<file path="src/rtl/seg7_pkg.sv">
// Shared types and constants for the seven-segment scan controller.
// Segment encodings are active-low, bit 0 = segment a.
package seg7_pkg;

    typedef logic [6:0] seg7_t;

    localparam seg7_t SEG7_BLANK = 7'h7F;

    // Index = hex nibble value; entries are gfedcba, active-low.
    localparam seg7_t SEG7_TABLE [16] = '{
        7'h40, 7'h79, 7'h24, 7'h30, 7'h19, 7'h12, 7'h02, 7'h78,
        7'h00, 7'h18, 7'h08, 7'h03, 7'h46, 7'h21, 7'h06, 7'h0E
    };

endpackage

</file>
<file path="src/rtl/seg7_decode.sv">
// Combinational hex nibble to active-low seven-segment pattern.
module seg7_decode
    import seg7_pkg::*;
(
    input  logic [3:0] nibble,
    output logic [6:0] segments
);

    assign segments = SEG7_TABLE[nibble];

endmodule

</file>
<file path="src/rtl/seg7_scan_ctrl.sv">
// Time-multiplexed seven-segment scan controller with a double-buffered load port.
// Optional leading-zero blanking is enabled by defining SEG7_LZB_EN.
module seg7_scan_ctrl
    import seg7_pkg::*;
#(
    parameter int DIGITS = 8,
    parameter int DWELL  = 50000
) (
    input  logic                  clk,
    input  logic                  reset,
    input  logic                  loadValid,
    input  logic [4*DIGITS-1:0]   loadData,
    output logic                  loadReady,
    output logic [6:0]            segmentOutput,
    output logic [DIGITS-1:0]     digitSelect,
    output logic                  frameDone
);

    localparam int CW = $clog2(DWELL);
    localparam int IW = (DIGITS > 1) ? $clog2(DIGITS) : 1;
    localparam logic [CW-1:0] CNT_LAST = CW'(DWELL - 1);
    localparam logic [IW-1:0] IDX_LAST = IW'(DIGITS - 1);

    logic [4*DIGITS-1:0] displayReg;
    logic [4*DIGITS-1:0] shadowReg;
    logic                pendingReg;
    logic [IW-1:0]       idxReg;
    logic [CW-1:0]       cntReg;
    logic [6:0]          segReg;
    logic [DIGITS-1:0]   selReg;
    logic                doneReg;

    logic [6:0]          segNext;
    logic [DIGITS-1:0]   selNext;
    logic [6:0]          decoded;
    logic [3:0]          digitNibble [DIGITS];
    logic                dwellEnd;
    logic                frameEnd;
    logic                transfer;

    assign dwellEnd  = (cntReg == CNT_LAST);
    assign frameEnd  = dwellEnd && (idxReg == IDX_LAST);
    assign loadReady = !pendingReg;
    assign transfer  = loadValid && !pendingReg;

    for (genvar gi = 0; gi < DIGITS; gi++) begin : g_nibble
        assign digitNibble[gi] = displayReg[4*gi +: 4];
    end

    seg7_decode u_decode (
        .nibble   (digitNibble[idxReg]),
        .segments (decoded)
    );

`ifdef SEG7_LZB_EN
    // leadZero[i]: nibbles i..DIGITS-1 of the committed value are all zero.
    logic [DIGITS-1:0] leadZero;
    for (genvar gi = 0; gi < DIGITS; gi++) begin : g_lead
        assign leadZero[gi] = (displayReg[4*DIGITS-1:4*gi] == '0);
    end
`endif

    always_comb begin
        segNext         = decoded;
        selNext         = '1;
        selNext[idxReg] = 1'b0;
`ifdef SEG7_LZB_EN
        if (idxReg != '0 && leadZero[idxReg]) begin
            segNext = SEG7_BLANK;
        end
`endif
        // Dark for one cycle at every digit change so the old pattern never
        // bleeds onto the next digit.
        if (dwellEnd) begin
            segNext = SEG7_BLANK;
            selNext = '1;
        end
    end

    always_ff @(posedge clk) begin
        if (reset) begin
            displayReg <= '0;
            shadowReg  <= '0;
            pendingReg <= 1'b0;
            idxReg     <= '0;
            cntReg     <= '0;
            segReg     <= SEG7_BLANK;
            selReg     <= '1;
            doneReg    <= 1'b0;
        end else begin
            segReg  <= segNext;
            selReg  <= selNext;
            doneReg <= frameEnd;

            if (dwellEnd) begin
                cntReg <= '0;
                idxReg <= (idxReg == IDX_LAST) ? '0 : idxReg + IW'(1);
            end else begin
                cntReg <= cntReg + CW'(1);
            end

            // Transfer and commit are mutually exclusive: one needs pending
            // clear, the other needs it set.
            if (transfer) begin
                shadowReg  <= loadData;
                pendingReg <= 1'b1;
            end else if (frameEnd && pendingReg) begin
                displayReg <= shadowReg;
                pendingReg <= 1'b0;
            end
        end
    end

    assign segmentOutput = segReg;
    assign digitSelect   = selReg;
    assign frameDone     = doneReg;

endmodule

</file>
<file path="config.mk">
export PLATFORM = sky130hd
export DESIGN_NAME = seg7_scan_ctrl
export DESIGN_NICKNAME = d
export VERILOG_FILES = /design/src/rtl/seg7_pkg.sv /design/src/rtl/seg7_decode.sv /design/src/rtl/seg7_scan_ctrl.sv
export SDC_FILE = /design/constraint.sdc
export NUM_CORES = 1
export LEC_CHECK = 0
export ABC_AREA = 1
export BUFFER_PORTS_ARGS = -buffer_cell sky130_fd_sc_hd__buf_2
export CORE_MARGIN = 8
export CORE_UTILIZATION = 51
export CTS_CLUSTER_DIAMETER = 200
export DETAILED_ROUTE_END_ITERATION = 8
export GPL_ROUTABILITY_DRIVEN = 0
export PLACE_DENSITY_LB_ADDON = 0.12
export SLEW_MARGIN = 40
export SYNTH_ARGS = -nofsm -noshare
export SYNTH_HDL_FRONTEND = slang
export SYNTH_SLANG_ARGS = --single-unit
</file>
<file path="constraint.sdc">
create_clock -name clk -period 2 [get_ports clk]
set_clock_uncertainty 0.1 [all_clocks]
set_input_delay 0.3 -clock clk [delete_from_list [all_inputs] [get_ports clk]]
set_output_delay 0.3 -clock clk [all_outputs]
set_load 0.02 [all_outputs]
</file>
==> results of run 1 <==
## timing repair
action | 4_1_cts | 5_1_grt
cloned | 1 | 0
buffers inserted | 0 | 4
pin swaps | 0 | 5
setup endpoints to repair | 30 | 54
resized for setup | 1 | 22
## cells by family (layout without fill, tap and decap cells)
logic type,Yosys count,after routing,share of synthesized area
AO/OA/AOI/OAI,81,81,0.09284
buffers and inverters,76,128,0.08395
flip-flops,100,100,0.4585
adder cells (fa/ha/maj),8,8,0.02292
XOR/XNOR,4,4,0.008022
AND/OR/NAND/NOR,329,330,0.3338
## flip-flops by register name (all words and copies together) (netlist names)
| signal | count |
|---|---|
| idxReg | 3 |
| frameDone | 1 |
| displayReg | 32 |
| shadowReg | 32 |
| digitSelect | 8 |
| segmentOutput | 7 |
| cntReg | 16 |
| pendingReg | 1 |
## tightest hold or removal path, cell delays in order
cell	delay, ns
buf_2	0.07
o21ai_0	0.07
nor2_1	0.08
## path summary, 6_finish.rpt
check	startpoint	endpoint	slack [ns]	cells after the start
worst min register to register	cntReg[0]$_SDFF_PP0_	cntReg[0]$_SDFF_PP0_	0.36	1
worst max register to register	idxReg[2]$_SDFFE_PP0N_	segmentOutput[3]$_SDFF_PP1_	0.12	14
worst min-delay path	loadData[2]	shadowReg[2]$_SDFFE_PP0P_	0.07	3
worst max-delay path	idxReg[2]$_SDFFE_PP0N_	segmentOutput[3]$_SDFF_PP1_	0.12	14
## cell usage in the layout, fill, tap and decap left out, types with 4 or more instances in the layout
master	instances
nand2_1	129
dfxtp_1	97
nor2_1	96
buf_2	51
a21oi_1	44
nand4_1	37
o21ai_0	37
inv_1	30
nand3_1	30
buf_4	15
clkbuf_8	9
nand2_2	8
inv_2	8
nor2_2	8
nor3_1	7
ha_1	7
nor2_4	5
xor2_1	4
## metal layers
metal / part of all wire / routed length (microns) / up-vias
li1: - / - / 2042
met3: 0.046 / 460 / 18
met4: 0.020 / 202 / 0
met5: 0 / 0 / -
met1: 0.46 / 4620 / 1762
met2: 0.47 / 4671 / 82
## per-stage QoR
stage | hold slack (ns) | instances | setup TNS, ns | worst slack [ns] | area (sq um)
2_1_floorplan | 0.3176 | 598 | 0 | 0.09859 | 4367
6_report | 0.07191 | 756 | 0 | 0.1222 | 5025
5_1_grt | 0.06354 | 756 | -0.03558 | -0.02623 | 5025
3_3_place_gp | 0.3312 | 735 | 0 | 0.03718 | 4684
4_1_cts | 0.06395 | 752 | 0 | 0.001113 | 4910
3_5_place_dp | 0.3398 | 735 | -0.1402 | -0.02210 | 4684
## power groups by stage
stage               clock network [uW]  logic, uW  registers, uW
finish                            1350        216           2080
global route                      1460        249           2090
CTS                               1380        219           2090
detailed placement                   0        218           2130
global placement                     0        212           2130
floorplan                            0        137           2130
## layout make-up
class | instances | area [sq um]
Timing Repair Buffer | 70 | 439.2
Sequential cell | 100 | 2013
Clock inverter | 7 | 83.83
Clock buffer | 9 | 123.9
Fill cell | 788 | 3233
Multi-Input combinational cell | 423 | 2073
Inverter | 42 | 160.2
Tap cell | 105 | 131.4
==> flow_summary.yaml, run 1 <==
detailed_routing:
  drt_iter0_drc: 172
  dr.pass1.iters: 5
  route.detailed.drc: 0
  vias_per_cell: 5.164
  ant_nets: 0
  finalWirelength_mm: 9.955
  wl_per_cell_microns: 13.17
  vias: 3904
power_and_ir_drop:
  total_power_uw: 3645
  power_density_nw_per_um2: 725.3
  p_sw_uw: 912.3
  pwr-share-comb: 0.059
  vdd_drop_max_uv: 436.9
  pwr-share-clk: 0.369
  internal-power_uw: 2732
  switching_share: 0.2503
  share_seq_of_total_power: 0.572
  power_leakage_uw: 0.002019
logic_synthesis:
  synth_cell_type_count: 27
  synth_common_cells: "131 x nand2_1, 102 x nor2_1, 100 x dfxtp_1"
  synth_seq_cells: 100
  synth-edff-count: 0
  avgSynthCellArea_sq_um: 7.302
  yosysTopAreaCell: "dfxtp_1"
  netlist_area_sq_um: 4367
  async_flop_share: 0
  ys_seq_area_frac: 0.4585
  synth_ff_type: "dfxtp_1"
  syn_inst: 598
  netlist.area_leader.share: 0.4585
  yosysMostFrequentCell: "nand2_1"
  synthesis.nets: 641
  synthTopCellsByArea: "dfxtp_1 46%, nand2_1 11%, nor2_1 8.8%, nand4_1 5.3%, a21oi_1 5.0%"
  synth_warnings: 0
timing:
  hold_violations: 0
  max_freq_mhz: 532.5
  worst_pin_slew_ns: 0.7428
  finalSetupViolCount: 0
  fin_crit_sh: 0.9389
  finalCriticalPeriod_ns: 1.878
  relSlewSlack: 0.5017
  drv_slew: 0
global_route:
  grt_pass1_vias: 3816
  grt_pass1_wl_mm: 17.07
  grt_use_met1: 0.2129
  grt.overflow.total: 0
  use_met3: 0.04164
  grt_use_met2: 0.3003
  gr-max-usage-layer: "met2"
  grt.total_usage: 0.1772
  grt_antenna_before_repair: 0
  grt_max_degree: 37
clock_tree:
  clock_sinks: 100
  holdBufCountCts: 0
  clock_latency_ns: 0.37
  clockBufferDepth: 2
  cts_tree: "yes"
  clkSlewWorstSetupHoldPaths_ns: 0.10
  cts_made_buffers: 9
  cts-root-buf: "clkbuf_8"
  h-tree-depth: 3
final_layout:
  final_layout_size_suffix_gt1_frac: 0.1951
  nets: 689
  post-route-util: 0.6085
  area_delta_synth_final_pct: 15.07
  diodes: 0
job:
  maxCapViolCount: 0
die:
  die_area_sq_um: 11780
  rows: 33
  start_util: 0.5288
  core_area_sq_um: 8258
  die_y_microns: 108.5
  num_io_pins: 52
  die_x_microns: 108.5
worst_setup_path:
  start_kind: "register"
  critPathSlowestCell: "dfxtp_4"
  cp_data_required_time_ns: 2.15
  cp-end-kind: "register"
  cp_top_family: "simple AND/OR/NAND/NOR gates"
  cpPeakStageDelay_ns: 0.38
  cpMostUsedCell: "nand2_1"
  cp.buffers_inverters: 3
  worst-setup-path-type: "register to register"
  worstPathArrival_ns: 2.03
  crit_chain: "inv_2, nand2_1, nor2_2, nand2_1, nand2_1, nor2_1, nand2_1, inv_2, ha_4, inv_1, o21ai_0, nand2_1, nand2_1, nand3_1"
  path_max_fanout: 5
status:
  status: "completed"
place:
  numPortBuffers: 51
  dp_hpwl_mm: 7.054
worst_hold_path:
  hold_class: "input pin to register"
Note: power is estimated with default switching activity, not from simulation.
==> run 2: changes to the inputs <==
CORE_UTILIZATION = 52   (was 51)
==> flow_summary.yaml, run 2 (synthesis results as in run 1) <==
detailed_routing:
  route.detailed.drc: 0
  wl_per_cell_microns: 13.49
  drt_iter0_drc: 222
  vias: 3916
  finalWirelength_mm: 10.23
  dr.pass1.iters: 4
  ant_nets: 0
  vias_per_cell: 5.166
final_layout:
  final_cell_area_sq_um: 5012
  area_delta_synth_final_pct: 14.79
  layout_common_cells: "129 x nand2_1, 97 x dfxtp_1, 95 x nor2_1, 51 x buf_2, 44 x a21oi_1"
  mostFrequentLayoutCell: "nand2_1"
  diodes: 0
  fillers: 774
  final_layout_size_suffix_gt1_frac: 0.1991
  reg_top3: "displayReg: 32 flops, shadowReg: 32 flops, cntReg: 16 flops"
  nets: 691
global_route:
  grt_pass1_wl_mm: 17.22
  grt.overflow.total: 0
  grt.total_usage: 0.1797
  grt_antenna_before_repair: 0
  grt_max_degree: 37
  grt_pass1_vias: 3870
die:
  rows: 33
  num_io_pins: 52
  die_y_microns: 107.6
  die_x_microns: 107.6
  start_util: 0.5341
  core_area_sq_um: 8175
  die_area_sq_um: 11590
worst_setup_path:
  path_max_fanout: 5
  cp_data_required_time_ns: 2.16
  regToRegSetupSlack_ns: 0.06
  worst_r2r_endpoint: "segmentOutput[3]$_SDFF_PP1_"
  timing.rr.start: "idxReg[2]$_SDFFE_PP0N_"
  critPathSlowestCell: "dfxtp_4"
  cpPeakStageDelay_ns: 0.38
  cp.buffers_inverters: 3
  worst-setup-path-type: "register to register"
  cp-end-kind: "register"
  crit_chain: "inv_2, nand2_1, nor2_2, nand2_1, nand2_1, nor2_1, nand2_1, inv_1, ha_4, inv_1, o21ai_0, nand2_1, nand2_1, nand3_1"
  cp_top_family: "simple AND/OR/NAND/NOR gates"
  reg2regPathDepth: 14
  worstPathArrival_ns: 2.10
  start_kind: "register"
  cpMostUsedCell: "nand2_1"
clock_tree:
  h-tree-depth: 3
  clock_sinks: 100
  clockBufferDepth: 2
  cts_made_buffers: 9
  clkSlewWorstSetupHoldPaths_ns: 0.10
  clock_latency_ns: 0.36
  cts_tree: "yes"
  cts-root-buf: "clkbuf_8"
  holdBufCountCts: 0
power_and_ir_drop:
  switching_share: 0.2498
  share_seq_of_total_power: 0.573
  p_sw_uw: 908.2
  pwr-share-comb: 0.060
  internal-power_uw: 2727
  power_density_nw_per_um2: 725.3
  pwr-share-clk: 0.367
  vdd_drop_max_uv: 393.6
  power_leakage_uw: 0.002013
timing:
  fin_tns_setup_ns: 0
  max_freq_mhz: 515.6
  fin_crit_sh: 0.9698
  rsz0062_at_grt: "true"
  worst_pin_slew_ns: 0.5485
  drv_slew: 0
  finalCriticalPeriod_ns: 1.940
  relSlewSlack: 0.6338
  hold_violations: 0
  finalSetupViolCount: 0
place:
  dp_hpwl_mm: 6.991
  numPortBuffers: 51
  place_area_sq_um: 4672
worst_hold_path:
  hold_depth: 3
  hold_end: "shadowReg[15]$_SDFFE_PP0P_"
  hold_class: "input pin to register"
  holdCritStartpoint: "loadData[15]"
status:
  status: "completed"
job:
  maxCapViolCount: 0
==> run 2: changes by cell type in the layout (fill, tap and decap cells not counted), moves of 2 or more <==
cell	delta
clkinvlp_4	+2
inv_1	+2
nor2_2	+2
buf_4	+4
clkinv_1	-2
buf_12	-2
==> run 2: layout make-up <==
cell class | count | area, sq um | share of cell area
clock buffer | 9 | 123.9 | 0.02471
tap | 105 | 131.4 | 0.02621
clock inverter | 7 | 82.58 | 0.01648
inverter | 42 | 163.9 | 0.03270
sequential | 100 | 2013 | 0.4016
timing repair buffer | 72 | 429.2 | 0.08562
multi-input combinational | 423 | 2068 | 0.4126
==> run 2: routing by layer <==
layer / vias to the layer above / wire length (microns) / share of wire / GRT usage
li1: 2044 / - / - / -
met5: - / 0 / 0 / 0
met1: 1786 / 4728 / 0.46 / 0.2143
met2: 82 / 4897 / 0.48 / 0.3079
met4: 0 / 64 / 0.0063 / 0.05055
met3: 4 / 536 / 0.052 / 0.04910
==> run 2: repair_timing <==
| item | in CTS | in global routing |
|---|---|---|
| cloned | 0 | 1 |
| setup endpoints to repair | 4 | 39 |
| resized for setup | 1 | 22 |
| setup buffers | 0 | 6 |
| hold endpoints to repair | 0 | 0 |
| pin swaps | 0 | 6 |
==> run 2: worst reg2reg max path, cell delays in order (launching register included) <==
cell and delay [ns]:
dfxtp_4 0.38, inv_2 0.09, nand2_1 0.10, nor2_2 0.15, nand2_1 0.08, nand2_1 0.08, nor2_1 0.05, nand2_1 0.08
inv_1 0.10, ha_4 0.29, inv_1 0.05, o21ai_0 0.07, nand2_1 0.08, nand2_1 0.07, nand3_1 0.07
==> run 2: power by group through the flow <==
stage,logic [uW],registers [uW],clock network (uW)
after global placement,211,2130,0
after CTS,217,2090,1370
final,217,2080,1340
after global routing,252,2090,1440
after detailed placement,217,2130,0
after floorplan,137,2130,0
==> run 2: worst max path at each step <==
stage / startpoint / endpoint / depth (start not counted)
3_3_place_gp: idxReg[0]$_SDFFE_PP0N_ / segmentOutput[1]$_SDFF_PP1_ / 10
2_1_floorplan: idxReg[0]$_SDFFE_PP0N_ / segmentOutput[1]$_SDFF_PP1_ / 12
4_1_cts: cntReg[0]$_SDFF_PP0_ / displayReg[2]$_SDFFE_PP0P_ / 8
6_report: idxReg[2]$_SDFFE_PP0N_ / segmentOutput[3]$_SDFF_PP1_ / 14
5_1_grt: idxReg[2]$_SDFFE_PP0N_ / segmentOutput[3]$_SDFF_PP1_ / 14
3_5_place_dp: idxReg[0]$_SDFFE_PP0N_ / segmentOutput[5]$_SDFF_PP1_ / 11
==> run 2: through the flow <==
step           total power (uW)  utilization  instances  hold WS, ns  worst slack (ns)
2_1_floorplan              2271            -        598       0.3176           0.09859
3_3_place_gp               2343       0.5715        735       0.3297           0.07978
3_5_place_dp               2351       0.5715        735       0.3413          -0.01841
4_1_cts                    3674       0.5969        751      0.06493           0.02687
5_1_grt                    3784       0.6131        758      0.07967          -0.06054
6_report                   3636       0.6131        758      0.07752           0.06038
==> run 3: changes to the inputs <==
ABC_CLOCK_PERIOD_IN_PS = 1800   (was default)
CORE_UTILIZATION = 55   (was 52)
GPL_ROUTABILITY_DRIVEN = 1   (was 0)
clock period = 1.8 ns   (was 2 ns; I/O delays follow)
==> flow_summary.yaml, run 3 (synthesis results as in run 1) <==
status:
  status: "complete, but fails checks"
  failed_checks: "setup timing"
final_layout:
  diodes: 0
  final_layout_size_suffix_gt1_frac: 0.2522
  nets: 712
  ff_latch_area_sq_um: 2016
  mostFrequentLayoutCell: "nand2_1"
  layout_common_cells: "121 x nand2_1, 95 x nor2_1, 95 x dfxtp_1, 51 x buf_2, 42 x a21oi_1"
  multiInputGateArea_sq_um: 2228
  reg_top3: "displayReg: 32 flops, shadowReg: 32 flops, cntReg: 16 flops"
  fillers: 654
  area_delta_synth_final_pct: 21.95
  post-route-util: 0.6891
die:
  num_io_pins: 52
  die_x_microns: 105.1
  die_y_microns: 105.1
  start_util: 0.5651
  rows: 32
  core_area_sq_um: 7727
  die_area_sq_um: 11050
power_and_ir_drop:
  switching_share: 0.2616
  p_sw_uw: 1030
  power_leakage_uw: 0.002145
  internal-power_uw: 2908
  share_seq_of_total_power: 0.588
  power_density_nw_per_um2: 739.5
  total_power_uw: 3938
  pwr-share-clk: 0.348
  vdd_drop_max_uv: 544.7
  pwr-share-comb: 0.064
detailed_routing:
  dr.pass1.iters: 4
  vias: 3998
  drt_iter0_drc: 217
  wl_per_cell_microns: 13.51
  vias_per_cell: 5.152
  route.detailed.drc: 0
  ant_nets: 0
  finalWirelength_mm: 10.48
timing:
  hold_violations: 0
  relSlewSlack: 0.5441
  rsz0062_at_grt: "true"
  fin_tns_setup_ns: -0.06866
  drv_slew: 0
  fin_crit_sh: 1.012
  finalCriticalPeriod_ns: 1.822
  worst_pin_slew_ns: 0.6796
  finalSetupViolCount: 4
  setup_slack_ns: -0.02176
  hold_slack_ns: 0.03419
  max_freq_mhz: 548.9
global_route:
  grt.overflow.total: 0
  grt_antenna_before_repair: 0
  grt_pass1_vias: 3844
  grt_max_degree: 36
  grt.total_usage: 0.1847
  grt_pass1_wl_mm: 17.15
clock_tree:
  cts_made_buffers: 9
  clock_sinks: 100
  clockBufferDepth: 2
  cts-root-buf: "clkbuf_8"
  clock_latency_ns: 0.37
  clkSlewWorstSetupHoldPaths_ns: 0.10
  h-tree-depth: 3
  cts_tree: "yes"
worst_setup_path:
  timing.rr.start: "idxReg[0]$_SDFFE_PP0N_"
  crit_path_end: "segmentOutput[4]$_SDFF_PP1_"
  start_kind: "register"
  worst_r2r_endpoint: "segmentOutput[4]$_SDFF_PP1_"
  worst-setup-path-type: "register to register"
  cp-end-kind: "register"
  cp-startpoint: "idxReg[0]$_SDFFE_PP0N_"
  path_max_fanout: 6
  reg2regPathDepth: 10
  cp_data_required_time_ns: 2.03
  regToRegSetupSlack_ns: -0.02
  worstPathArrival_ns: 2.05
worst_hold_path:
  hold_class: "input pin to register"
place:
  dp_hpwl_mm: 6.989
  place_congestion: 0.8845
  numPortBuffers: 51
job:
  maxCapViolCount: 0
run 3: repair_timing:
| item | 4_1_cts | 5_1_grt |
|---|---|---|
| gates resized for setup | 7 | 40 |
| pin swaps | 2 | 9 |
| gates cloned | 1 | 2 |
| buffers inserted | 0 | 10 |
| hold buffers | 0 | 0 |
| setup endpoints to repair | 42 | 44 |
run 3: worst min-delay path by stage:
| stage | cells after the start | slack (ns) | startpoint | endpoint |
|---|---|---|---|---|
| floorplan | 2 | 0.31 | reset | segmentOutput[5]$_SDFF_PP1_ |
| global placement | 2 | 0.35 | displayReg[16]$_SDFFE_PP0P_ | displayReg[16]$_SDFFE_PP0P_ |
| detailed placement | 2 | 0.35 | displayReg[27]$_SDFFE_PP0P_ | displayReg[27]$_SDFFE_PP0P_ |
| CTS | 3 | 0.02 | loadData[15] | shadowReg[15]$_SDFFE_PP0P_ |
| global route | 3 | 0.03 | loadData[27] | shadowReg[27]$_SDFFE_PP0P_ |
| finish | 3 | 0.03 | loadData[15] | shadowReg[15]$_SDFFE_PP0P_ |
run 3: critical path, cell delays in order, from the launching register on:
cell and delay, ns:
dfxtp_4 0.42, inv_8 0.06, buf_4 0.13, nand3_1 0.10, nand4_1 0.17, nor2_4 0.22, ha_2 0.27, nand2_2 0.08
nor2_1 0.11, nor2_1 0.05, nand2_1 0.05
run 3: layout make-up:
class	instances	share of cell area
clock buffers	10	0.02397
clock inverters	6	0.01057
inverters	42	0.03101
multi-input cells	425	0.4185
flip-flops and latches	100	0.3785
well taps	102	0.02397
repair buffers	91	0.1135
run 3: stage by stage:
stage          cells  area [sq um]  worst slack (ns)
2_1_floorplan    598          4427          0.001102
3_3_place_gp     748          4846          -0.06199
3_5_place_dp     748          4846           -0.1137
4_1_cts          765          5065         -0.005553
5_1_grt          776          5325           -0.1138
6_report         776          5325          -0.02176
run 3: power groups by stage:
stage | Sequential, uW | Clock (uW) | Combinational [uW]
4_1_cts | 2320 | 1400 | 248
3_5_place_dp | 2370 | 0 | 247
5_1_grt | 2330 | 1490 | 289
2_1_floorplan | 2370 | 0 | 152
3_3_place_gp | 2370 | 0 | 243
6_report | 2320 | 1370 | 251
run 3: routing by layer:
| metal | vias up | global-route usage | wire, microns | part of all wire |
|---|---|---|---|---|
| li1 | 2102 | - | - | - |
| met1 | 1778 | 0.2210 | 4792 | 0.46 |
| met2 | 95 | 0.3068 | 5014 | 0.48 |
| met3 | 23 | 0.04791 | 424 | 0.040 |
| met4 | 0 | 0.07849 | 252 | 0.024 |
| met5 | - | 0 | 0 | 0 |
